==> src/rtl/seg7_scan_reader_pkg.sv <==
// Shared seven-segment definitions: segment bit order and the hex glyph set.
// The hex display driver and the scan reader both take their encoding from here.
package seg7_scan_reader_pkg;

   // Pattern vector P = {A,B,C,D,E,F,G}, active-low, A is the MSB.
   localparam int unsigned SEG_A = 6;
   localparam int unsigned SEG_B = 5;
   localparam int unsigned SEG_C = 4;
   localparam int unsigned SEG_D = 3;
   localparam int unsigned SEG_E = 2;
   localparam int unsigned SEG_F = 1;
   localparam int unsigned SEG_G = 0;

   localparam logic [6:0] GLYPH_0 = 7'h01;
   localparam logic [6:0] GLYPH_1 = 7'h4F;
   localparam logic [6:0] GLYPH_2 = 7'h12;
   localparam logic [6:0] GLYPH_3 = 7'h06;
   localparam logic [6:0] GLYPH_4 = 7'h4C;
   localparam logic [6:0] GLYPH_5 = 7'h24;
   localparam logic [6:0] GLYPH_6 = 7'h20;
   localparam logic [6:0] GLYPH_7 = 7'h0F;
   localparam logic [6:0] GLYPH_8 = 7'h00;
   localparam logic [6:0] GLYPH_9 = 7'h04;
   localparam logic [6:0] GLYPH_A = 7'h08;
   localparam logic [6:0] GLYPH_B = 7'h60;
   localparam logic [6:0] GLYPH_C = 7'h31;
   localparam logic [6:0] GLYPH_D = 7'h42;
   localparam logic [6:0] GLYPH_E = 7'h30;
   localparam logic [6:0] GLYPH_F = 7'h38;
   localparam logic [6:0] PAT_BLANK = 7'h7F;

   // Digit index of an active-low anode vector; only meaningful when exactly one bit is low.
   function automatic logic [1:0] sel_index(input logic [3:0] an_n);
      logic [1:0] idx;
      idx = 2'd0;
      if (!an_n[3]) begin
         idx = 2'd3;
      end else if (!an_n[2]) begin
         idx = 2'd2;
      end else if (!an_n[1]) begin
         idx = 2'd1;
      end
      return idx;
   endfunction

endpackage

==> src/rtl/seg7_scan_reader_if.sv <==
// Display-bus bundle: anode/segment lines toward the reader, decoded frame back out.
interface seg7_scan_reader_if;

   logic [3:0]  An;
   logic        A;
   logic        B;
   logic        C;
   logic        D;
   logic        E;
   logic        F;
   logic        G;
   logic [15:0] Value;
   logic        Valid;
   logic        Err;
   logic        Stale;

   // master drives the display lines; slave is the reader that decodes them
   modport master (
      output An, A, B, C, D, E, F, G,
      input  Value, Valid, Err, Stale
   );

   modport slave (
      input  An, A, B, C, D, E, F, G,
      output Value, Valid, Err, Stale
   );

endinterface

==> src/rtl/seg7_glyph_decode.sv <==
// Combinational inverse of the hex glyph table: pattern to nibble, non-glyphs flagged.
module seg7_glyph_decode
   import seg7_scan_reader_pkg::*;
(
   input  logic [6:0] i_pat,
   output logic [3:0] o_nibble,
   output logic       o_invalid
);

   always_comb begin
      o_nibble  = 4'h0;
      o_invalid = 1'b0;
      case (i_pat)
         GLYPH_0: o_nibble = 4'h0;
         GLYPH_1: o_nibble = 4'h1;
         GLYPH_2: o_nibble = 4'h2;
         GLYPH_3: o_nibble = 4'h3;
         GLYPH_4: o_nibble = 4'h4;
         GLYPH_5: o_nibble = 4'h5;
         GLYPH_6: o_nibble = 4'h6;
         GLYPH_7: o_nibble = 4'h7;
         GLYPH_8: o_nibble = 4'h8;
         GLYPH_9: o_nibble = 4'h9;
         GLYPH_A: o_nibble = 4'hA;
         GLYPH_B: o_nibble = 4'hB;
         GLYPH_C: o_nibble = 4'hC;
         GLYPH_D: o_nibble = 4'hD;
         GLYPH_E: o_nibble = 4'hE;
         GLYPH_F: o_nibble = 4'hF;
         default: o_invalid = 1'b1;
      endcase
   end

endmodule

==> src/rtl/seg7_scan_reader.sv <==
// Multiplexed 4-digit seven-segment bus reader: settles each digit, decodes it,
// and publishes a 16-bit frame once all four digits have been captured.
module seg7_scan_reader
   import seg7_scan_reader_pkg::*;
#(
   parameter int unsigned SETTLE  = 4,
   parameter int unsigned TIMEOUT = 1048576,
   parameter int unsigned CW      = 21
) (
   input  logic               clk,
   input  logic               reset,
   seg7_scan_reader_if.slave  bus
);

   localparam int unsigned SW = $clog2(SETTLE + 1);
   localparam logic [SW-1:0] SETTLE_C  = SW'(SETTLE);
   localparam logic [SW-1:0] SETTLE_M1 = SW'(SETTLE - 1);
   localparam logic [CW-1:0] TIMEOUT_C = CW'(TIMEOUT);

   logic [10:0]   w_raw;
   logic [10:0]   r_sync1;
   logic [10:0]   r_sync2;
   logic [10:0]   r_prev;
   logic [SW-1:0] r_cnt;
   logic [3:0]    r_seen;
   logic [3:0]    r_bad;
   logic [3:0]    w_seen_d;
   logic [3:0]    w_bad_d;
   logic [3:0]    r_slot [4];
   logic [15:0]   r_value;
   logic          r_valid;
   logic          r_err;
   logic [CW-1:0] r_tcnt;

   logic [3:0]    w_an;
   logic [6:0]    w_pat;
   logic          w_stable;
   logic          w_cap;
   logic          w_done;
   logic [1:0]    w_idx;
   logic [3:0]    w_nib;
   logic          w_inv;

   always_comb begin
      w_raw         = '0;
      w_raw[10:7]   = bus.An;
      w_raw[SEG_A]  = bus.A;
      w_raw[SEG_B]  = bus.B;
      w_raw[SEG_C]  = bus.C;
      w_raw[SEG_D]  = bus.D;
      w_raw[SEG_E]  = bus.E;
      w_raw[SEG_F]  = bus.F;
      w_raw[SEG_G]  = bus.G;
   end

   assign w_an     = r_sync2[10:7];
   assign w_pat    = r_sync2[6:0];
   assign w_stable = (r_sync2 == r_prev) && $onehot(~w_an);
   // Fires only on the transition into SETTLE, so one capture per dwell.
   assign w_cap    = w_stable && (r_cnt == SETTLE_M1);
   assign w_done   = (r_seen == 4'hF);
   assign w_idx    = sel_index(w_an);

   seg7_glyph_decode u_decode (
      .i_pat     (w_pat),
      .o_nibble  (w_nib),
      .o_invalid (w_inv)
   );

   // Frame clear first, then any same-cycle capture lands in the next frame.
   always_comb begin
      w_seen_d = w_done ? 4'h0 : r_seen;
      w_bad_d  = w_done ? 4'h0 : r_bad;
      if (w_cap) begin
         w_seen_d[w_idx] = 1'b1;
         w_bad_d[w_idx]  = w_inv;
      end
   end

   always_ff @(posedge clk) begin
      if (reset) begin
         r_sync1 <= '0;
         r_sync2 <= '0;
         r_prev  <= '0;
         r_cnt   <= '0;
         r_seen  <= '0;
         r_bad   <= '0;
         for (int i = 0; i < 4; i++) begin
            r_slot[i] <= '0;
         end
         r_value <= '0;
         r_valid <= 1'b0;
         r_err   <= 1'b0;
         r_tcnt  <= '0;
      end else begin
         r_sync1 <= w_raw;
         r_sync2 <= r_sync1;
         r_prev  <= r_sync2;
         if (!w_stable) begin
            r_cnt <= '0;
         end else if (r_cnt != SETTLE_C) begin
            r_cnt <= r_cnt + 1'b1;
         end
         r_seen <= w_seen_d;
         r_bad  <= w_bad_d;
         if (w_cap) begin
            r_slot[w_idx] <= w_nib;
         end
         r_valid <= w_done;
         if (w_done) begin
            r_value <= {r_slot[3], r_slot[2], r_slot[1], r_slot[0]};
            r_err   <= |r_bad;
            r_tcnt  <= '0;
         end else if (r_tcnt != TIMEOUT_C) begin
            r_tcnt <= r_tcnt + 1'b1;
         end
      end
   end

   assign bus.Value = r_value;
   assign bus.Valid = r_valid;
   assign bus.Err   = r_err;
   assign bus.Stale = (r_tcnt == TIMEOUT_C);

endmodule

==> src/flat_wrapper.sv <==
// flat-port wrapper written by rule: the top's interface ports become plain ports
module seg7_scan_reader_flat import seg7_scan_reader_pkg::*;
#(
   parameter int unsigned SETTLE  = 4,
   parameter int unsigned TIMEOUT = 1048576,
   parameter int unsigned CW      = 21
)
  (clk, reset, bus_An, bus_A, bus_B, bus_C, bus_D, bus_E, bus_F, bus_G, bus_Value, bus_Valid, bus_Err, bus_Stale);
  seg7_scan_reader_if bus_i ();
  input  logic clk;
  input  logic reset;
  input wire logic [$bits(bus_i.An)-1:0] bus_An;
  input wire logic [$bits(bus_i.A)-1:0] bus_A;
  input wire logic [$bits(bus_i.B)-1:0] bus_B;
  input wire logic [$bits(bus_i.C)-1:0] bus_C;
  input wire logic [$bits(bus_i.D)-1:0] bus_D;
  input wire logic [$bits(bus_i.E)-1:0] bus_E;
  input wire logic [$bits(bus_i.F)-1:0] bus_F;
  input wire logic [$bits(bus_i.G)-1:0] bus_G;
  output wire logic [$bits(bus_i.Value)-1:0] bus_Value;
  output wire logic [$bits(bus_i.Valid)-1:0] bus_Valid;
  output wire logic [$bits(bus_i.Err)-1:0] bus_Err;
  output wire logic [$bits(bus_i.Stale)-1:0] bus_Stale;
  assign bus_i.An = bus_An;
  assign bus_i.A = bus_A;
  assign bus_i.B = bus_B;
  assign bus_i.C = bus_C;
  assign bus_i.D = bus_D;
  assign bus_i.E = bus_E;
  assign bus_i.F = bus_F;
  assign bus_i.G = bus_G;
  assign bus_Value = bus_i.Value;
  assign bus_Valid = bus_i.Valid;
  assign bus_Err = bus_i.Err;
  assign bus_Stale = bus_i.Stale;
  seg7_scan_reader #(.SETTLE(SETTLE), .TIMEOUT(TIMEOUT), .CW(CW)) u_core (.clk(clk), .reset(reset), .bus(bus_i));
endmodule
==> config.mk <==
export PLATFORM = sky130hd
export DESIGN_NAME = seg7_scan_reader_flat
export DESIGN_NICKNAME = d
export VERILOG_FILES = /design/src/rtl/seg7_scan_reader_pkg.sv /design/src/rtl/seg7_scan_reader_if.sv /design/src/rtl/seg7_glyph_decode.sv /design/src/rtl/seg7_scan_reader.sv /design/src/flat_wrapper.sv
export SDC_FILE = /design/constraint.sdc
export NUM_CORES = 1
export LEC_CHECK = 0
export ABC_AREA = 1
export CORE_MARGIN = 3
export CORE_UTILIZATION = 43
export CTS_CLUSTER_DIAMETER = 200
export CTS_CLUSTER_SIZE = 12
export DETAILED_ROUTE_END_ITERATION = 8
export RECOVER_POWER = 50
export SKIP_LAST_GASP = 1
export SYNTH_ARGS = -nofsm -noshare
export SYNTH_HDL_FRONTEND = slang
export SYNTH_SLANG_ARGS = --single-unit
==> constraint.sdc <==
create_clock -name clk -period 2.8 [get_ports clk]
set_input_delay 0.56 -clock clk [delete_from_list [all_inputs] [get_ports clk]]
set_output_delay 0.56 -clock clk [all_outputs]
set_load 0.03 [all_outputs]
==> results.py, run 1 <==
metrics = {
    "grt": {
        "grt_pass1_vias": 3342,
        "grt_pass1_wl_um": 14690,
        "grt_usage": 0.1594,
        "grt-ovfl-total": 0,
        "grt_max_degree": 36,
        "grt_antenna_before_repair": 0,
    },
    "timing": {
        "maxSlewViolCount": 36,
        "setup_violations": 0,
        "worst_pin_slew_ns": 1.540,
        "relSlewSlack": -0.02642,
        "hold_violations": 0,
        "fin_skew_ns": 0.01343,
        "fin_crit_ns": 2.619,
        "min_period_over_period": 0.9352,
        "setup_ws_ns": 0.1815,
        "max_freq_mhz": 381.9,
    },
    "logic_synthesis": {
        "avgSynthCellArea_um2": 7.757,
        "synth_largest_area_cell": "dfxtp_1",
        "netlist_instances": 571,
        "yosys-top-cells-count": "nand2_1, nor2_1, inv_1",
        "synth_most_common_cell": "nand2_1",
        "synth_top_area_share": 0.3751,
        "syn_nets": 595,
        "synth_edf_count": 16,
        "synth_area_um2": 4429,
        "ys_types": 36,
        "ys_seq_area_frac": 0.4836,
        "yosys_most_used_dff": "dfxtp_1",
        "synth.ff_latch_count": 99,
        "synthTopCellsByArea": "dfxtp_1, edfxtp_1, nand2_1, nor2_1, inv_1",
        "ys_async_sr_fraction": 0,
        "yosysWarnings": 0,
    },
    "routing": {
        "drc": 0,
        "wire_per_inst_um": 11.19,
        "routed_wl_um": 8378,
        "first_iter_violations": 136,
        "drt_first_pass_iters": 4,
        "ant_nets": 0,
        "num_vias": 3524,
        "viasPerCell": 4.705,
    },
    "status": {
        "status": "complete, but fails checks",
        "violations": "capacitance limit, slew limit",
    },
    "floorplanning": {
        "die_w_um": 107.5,
        "fp.coreArea_um2": 9910,
        "rows": 36,
        "start_util": 0.4470,
        "die_h_um": 107.5,
        "die_area_um2": 11550,
        "ios": 32,
    },
    "critical_path": {
        "arrival_ns": 2.70,
        "cp_num_buf_inv": 1,
        "crit_chain": "inv_1 > ha_1 > ha_1 > fa_1 > nand3b_1 > nor2_2 > nand2_1 > nor2_4 > nand3_4 > nor2_4 > nand2_1 > nand2_2",
        "cp_max_fo": 4,
        "worstSetupEndpointType": "flip-flop",
        "critPathSlowestCell": "fa_1",
        "cpLargestDelayFamily": "simple AND/OR/NAND/NOR gates",
        "start_kind": "flip-flop",
        "worstSetupPathType": "flip-flop to flip-flop",
        "crit_required_ns": 2.89,
        "slowest_delay_ns": 0.42,
    },
    "clocking": {
        "cts.sinks": 99,
        "cts_tree": "yes",
        "numCtsBuffers": 9,
        "clockBufferDepth": 2,
        "cts_max_level": 3,
        "clockRootBuffer": "clkbuf_8",
        "cts.clk_slew.worst_paths_ns": 0.10,
        "clkLatencyLatePin_ns": 0.38,
    },
    "finish": {
        "fin_nets": 635,
        "drive_gt1_frac": 0.1039,
        "area.growth.synth_to_final_pct": 16.36,
        "regArea_um2": 2147,
        "multi_input_area_um2": 1923,
        "n_fill_cell": 996,
        "diodes": 0,
        "layout.cells.non_filler": 749,
    },
    "worst_hold_path": {
        "hp-class": "flip-flop to flip-flop",
    },
    "power_and_ir_drop": {
        "leakage_nw": 2.189,
        "vdd_drop_max_v": 0.0003431,
        "power_mw": 2.615,
        "powerDensity_nw_per_um2": 507.4,
    },
    "job": {
        "max_cap_violations": 1,
    },
    "placed_design": {
        "port_buffers": 31,
        "dpl.hpwl_um": 6215,
        "pre_cts_ws_ns": 0.06619,
        "dp_cells": 730,
        "place.gp.congestion": 0.8402,
    },
}
## flip-flops by register name (all words and copies together), names as in the netlist
signal and flops:
bus_Value 16, u_core.bus.Err 1, u_core.bus.Valid 1, u_core.r_bad 4, u_core.r_cnt 3, u_core.r_prev 11
u_core.r_seen 4, u_core.r_slot 16, u_core.r_sync1 11, u_core.r_sync2 11, u_core.r_tcnt 21
## kinds of logic (layout without fill, tap and decap cells)
logic type / Yosys count / count (layout) / share of synthesized area
and+or+nand+nor: 303 / 303 / 0.3110
xor gates and xnor gates: 6 / 6 / 0.01187
adders and majority gates: 11 / 11 / 0.03277
AOI/OAI and AO/OA: 49 / 49 / 0.07232
buffers and inverters: 103 / 148 / 0.08841
DFF: 99 / 99 / 0.4836
## placed cells by master, fill, tap and decap left out, types with 2 or more instances in the layout
| master | instances |
|---|---|
| or2_0 | 3 |
| xor2_1 | 3 |
| clkdlybuf4s50_1 | 28 |
| a22o_1 | 16 |
| clkbuf_8 | 9 |
| dfxtp_1 | 79 |
| inv_1 | 86 |
| nand3_1 | 22 |
| nand2_1 | 124 |
| inv_8 | 2 |
| clkinv_1 | 2 |
| o21ai_0 | 10 |
| dfxtp_2 | 4 |
| nor2_2 | 9 |
| nor3_2 | 2 |
| buf_4 | 4 |
| o31ai_1 | 2 |
| clkinv_4 | 2 |
| nand3_4 | 3 |
| nor4_1 | 5 |
| nor2_4 | 3 |
| nor3_4 | 2 |
| a21oi_1 | 18 |
| ha_1 | 10 |
| nand2_2 | 8 |
| inv_2 | 7 |
| nor2_1 | 98 |
| nor3_1 | 4 |
| edfxtp_1 | 16 |
| dlygate4sd3_1 | 2 |
| nand4_1 | 15 |
| xnor2_1 | 3 |
| clkbuf_1 | 2 |
## through the flow
step	cell area [um2]	TNS (ns)	util	hold WS, ns
floorplan	4429	0	-	0.3883
global placement	4897	0	0.4942	0.3890
detailed placement	4897	0	0.4942	0.3922
CTS	5102	0	0.5149	0.4064
global route	5154	-0.03855	0.5201	0.4249
finish	5154	0	0.5201	0.3989
## power breakdown
group	switching, mW	leakage [nW]	total [mW]	internal, mW
Combinational	0.111	1.24	0.173	0.0615
Clock	0.524	0.105	0.953	0.429
Sequential	0.0167	0.843	1.49	1.47
## metal layers
layer / wire length [um] / global-route usage
met5: 0 / 0
met4: 97 / 0.05771
met3: 295 / 0.04679
met2: 3871 / 0.2651
met1: 4113 / 0.1957
## final timing paths
check | startpoint | to | slack, ns | cells after the start
worst min-delay path | u_core.r_sync1[8] | u_core.r_sync2[8] | 0.40 | 2
worst min register to register | u_core.r_sync1[8] | u_core.r_sync2[8] | 0.40 | 2
worst max register to register | u_core.r_sync2[9] | u_core.r_slot[1][0] | 0.18 | 12
worst max-delay path | u_core.r_sync2[9] | u_core.r_slot[1][0] | 0.18 | 12
## what timing repair did
item / in CTS / in global routing
gates cloned: 0 / 0
hold buffers: 0 / 0
pin swaps: 0 / 4
endpoints found under the setup margin: 1 / 31
resized for setup: 1 / 16
endpoints found under the hold margin: 0 / 0
buffers inserted: 0 / 3
## layout make-up
class	count	share of cell area
clock buffer	9	0.02404
clock inverter	7	0.01602
timing repair buffer	38	0.06943
tap	133	0.03229
inverter	94	0.06846
sequential	99	0.4166
multi-input combinational	369	0.3731
## worst register-to-register path: cells and delay by family (launching register included)
family	cells	cell delay (ns)
buf+inv	1	0.08
fa+ha+maj	3	0.91
flops	1	0.35
simple gates	8	0.98
Power figures use the tool's default switching activity.
==> inputs of run 2 (changes only) <==
==> constraint.sdc (replaced) <==
create_clock -name clk -period 2.2 [get_ports clk]
set_input_delay 0.44 -clock clk [delete_from_list [all_inputs] [get_ports clk]]
set_output_delay 0.44 -clock clk [all_outputs]
set_load 0.03 [all_outputs]
==> run 2 against run 1 <==
Compared with the run above:
- largest power group unchanged
- clock power grew 26%
- register-to-register slack worse by 0.51 ns
- critical endpoint is now u_core.r_slot[1][2]
- maximum frequency rose by 3.7%
- clock skew is 0.0046 ns lower
- combinational power grew 49%
- the run ends with setup timing left
- total power increased by 28%
==> results.py, run 2 (synthesis results as in run 1) <==
metrics = {
    "critical_path": {
        "arrival_ns": 2.63,
        "start_kind": "flip-flop",
        "crit_required_ns": 2.31,
        "slowest_delay_ns": 0.42,
        "worstSetupPathType": "flip-flop to flip-flop",
        "cpLargestDelayFamily": "simple AND/OR/NAND/NOR gates",
        "reg2reg_depth": 12,
        "rr_endpoint": "u_core.r_slot[1][2]",
        "cp_num_buf_inv": 1,
        "rrSetupSlack_ns": -0.33,
        "critPathSlowestCell": "fa_1",
        "crit_chain": "inv_2 > ha_4 > ha_4 > fa_1 > nand3b_1 > nor2_2 > nand2_2 > nor2_4 > nand3_4 > nor2_4 > nand2_2 > nand2_4",
        "cp_max_fo": 6,
        "reg2reg_from": "u_core.r_sync2[10]",
        "worstSetupEndpointType": "flip-flop",
    },
    "timing": {
        "fin_crit_ns": 2.526,
        "setup_violations": 41,
        "tns_ns": -9.184,
        "relSlewSlack": 0.5198,
        "rsz0062_at_grt": "yes",
        "worst_pin_slew_ns": 0.7204,
        "min_period_over_period": 1.148,
        "setup_ws_ns": -0.3260,
        "hold_violations": 0,
        "fin_skew_ns": 0.008824,
        "maxSlewViolCount": 0,
        "max_freq_mhz": 395.9,
    },
    "worst_hold_path": {
        "hp-class": "flip-flop to flip-flop",
        "whs_endpoint": "u_core.r_sync2[10]",
        "hold_start": "u_core.r_sync1[10]",
        "whs_path_depth": 2,
    },
    "finish": {
        "largest_register": "u_core.r_tcnt",
        "diodes": 0,
        "postLayoutCellArea_um2": 5363,
        "fin_nets": 652,
        "area.growth.synth_to_final_pct": 21.07,
        "drive_gt1_frac": 0.1627,
        "postLayoutCoreUtil": 0.5412,
        "largest_register_ffs": 21,
        "layout_common_cells": "nand2_1, nor2_1, inv_1",
        "final_common_cell": "nand2_1",
    },
    "power_and_ir_drop": {
        "powerDensity_nw_per_um2": 625.7,
        "switching_share": 0.2484,
        "clkPwrFrac": 0.359,
        "comb_power_share": 0.077,
        "power_mw": 3.355,
        "p_sw_mw": 0.8335,
        "p_int_mw": 2.522,
        "leakage_nw": 2.259,
        "seq_power_share": 0.564,
        "vdd_drop_max_v": 0.0005509,
    },
    "grt": {
        "grt_pass1_vias": 3340,
        "grt_antenna_before_repair": 0,
        "grt_usage": 0.1605,
        "grt_pass1_wl_um": 14940,
        "grt-ovfl-total": 0,
        "grt_max_degree": 36,
    },
    "floorplanning": {
        "rows": 36,
        "die_area_um2": 11550,
        "ios": 32,
        "die_h_um": 107.5,
        "start_util": 0.4470,
        "die_w_um": 107.5,
        "fp.coreArea_um2": 9910,
    },
    "routing": {
        "first_iter_violations": 171,
        "drc": 0,
        "wire_per_inst_um": 11.01,
        "drt_first_pass_iters": 4,
        "ant_nets": 0,
        "routed_wl_um": 8432,
        "viasPerCell": 4.612,
        "num_vias": 3533,
    },
    "placed_design": {
        "port_buffers": 31,
        "place.gp.congestion": 0.8403,
        "place_area_um2": 5054,
        "dpl.hpwl_um": 6163,
    },
    "clocking": {
        "clockRootBuffer": "clkbuf_8",
        "cts_tree": "yes",
        "clkLatencyLatePin_ns": 0.38,
        "numCtsBuffers": 9,
        "cts_max_level": 3,
        "cts.clk_slew.worst_paths_ns": 0.10,
        "clockBufferDepth": 2,
        "cts.sinks": 99,
    },
    "status": {
        "status": "complete, but fails checks",
        "violations": "setup timing",
    },
    "job": {
        "max_cap_violations": 0,
    },
}
run 2: layout make-up:
| type | count | area, um2 |
|---|---|---|
| sequential | 99 | 2148 |
| timing repair buffer | 55 | 495.5 |
| inverter | 94 | 352.8 |
| clock buffer | 9 | 123.9 |
| fill | 926 | 4547 |
| clock inverter | 7 | 85.08 |
| multi-input combinational | 369 | 1991 |
| tap | 133 | 166.4 |
run 2: metrics by stage:
stage / hold WS [ns] / instances / setup WS [ns]
6_report: 0.3974 / 766 / -0.3260
5_1_grt: 0.4202 / 766 / -0.4743
4_1_cts: 0.3980 / 763 / -0.2977
3_5_place_dp: 0.3842 / 742 / -0.3247
3_3_place_gp: 0.3856 / 742 / -0.2817
2_1_floorplan: 0.3809 / 571 / -0.2158
run 2: per-layer routing:
layer  share of wire  up-vias  GRT usage
li1                -     1912          -
met1            0.49     1553     0.2038
met2            0.45       56     0.2638
met3           0.039       12    0.05219
met4           0.016        0    0.04148
met5               0        -          0
run 2: power groups by stage:
| stage | combinational [mW] | clock (mW) | sequential, mW |
|---|---|---|---|
| floorplan | 0.165 | 0 | 1.93 |
| global placement | 0.242 | 0 | 1.94 |
| detailed placement | 0.244 | 0 | 1.94 |
| CTS | 0.256 | 1.26 | 1.89 |
| global route | 0.295 | 1.35 | 1.90 |
| finish | 0.257 | 1.20 | 1.89 |
run 2: worst max-delay path by stage:
| stage | to | slack (ns) | depth (start not counted) | start |
|---|---|---|---|---|
| after floorplan | u_core.r_slot[0][0] | -0.22 | 12 | u_core.r_sync2[10] |
| after global placement | u_core.r_slot[0][2] | -0.28 | 12 | u_core.r_sync2[10] |
| after detailed placement | u_core.r_slot[0][2] | -0.32 | 12 | u_core.r_sync2[7] |
| after CTS | u_core.r_slot[0][3] | -0.30 | 12 | u_core.r_sync2[10] |
| after global routing | u_core.r_slot[1][2] | -0.47 | 12 | u_core.r_sync2[10] |
| final | u_core.r_slot[1][2] | -0.33 | 12 | u_core.r_sync2[10] |
run 2: timing repair:
action / in CTS / in global routing
pin swaps: 3 / 6
endpoints found under the setup margin: 39 / 44
setup buffers: 5 / 4
resized for setup: 11 / 15
hold buffers: 0 / 0
run 2: worst reg2reg max path, stage by stage (launching register included):
cell and delay, ns:
dfxtp_2 0.34, inv_2 0.05, ha_4 0.23, ha_4 0.15, fa_1 0.43, nand3b_1 0.18
nor2_2 0.12, nand2_2 0.07, nor2_4 0.15, nand3_4 0.09, nor2_4 0.24, nand2_2 0.12
nand2_4 0.09
==> inputs of run 3 (changes only) <==
--- a/config.mk
+++ b/config.mk
@@ -13,6 +13,7 @@
 export DETAILED_ROUTE_END_ITERATION = 8
 export RECOVER_POWER = 50
 export SKIP_LAST_GASP = 1
+export SLEW_MARGIN = 20
 export SYNTH_ARGS = -nofsm -noshare
 export SYNTH_HDL_FRONTEND = slang
 export SYNTH_SLANG_ARGS = --single-unit
==> results of run 3 <==
No change in the layout: final DEF, timing and power equal those of run 2.
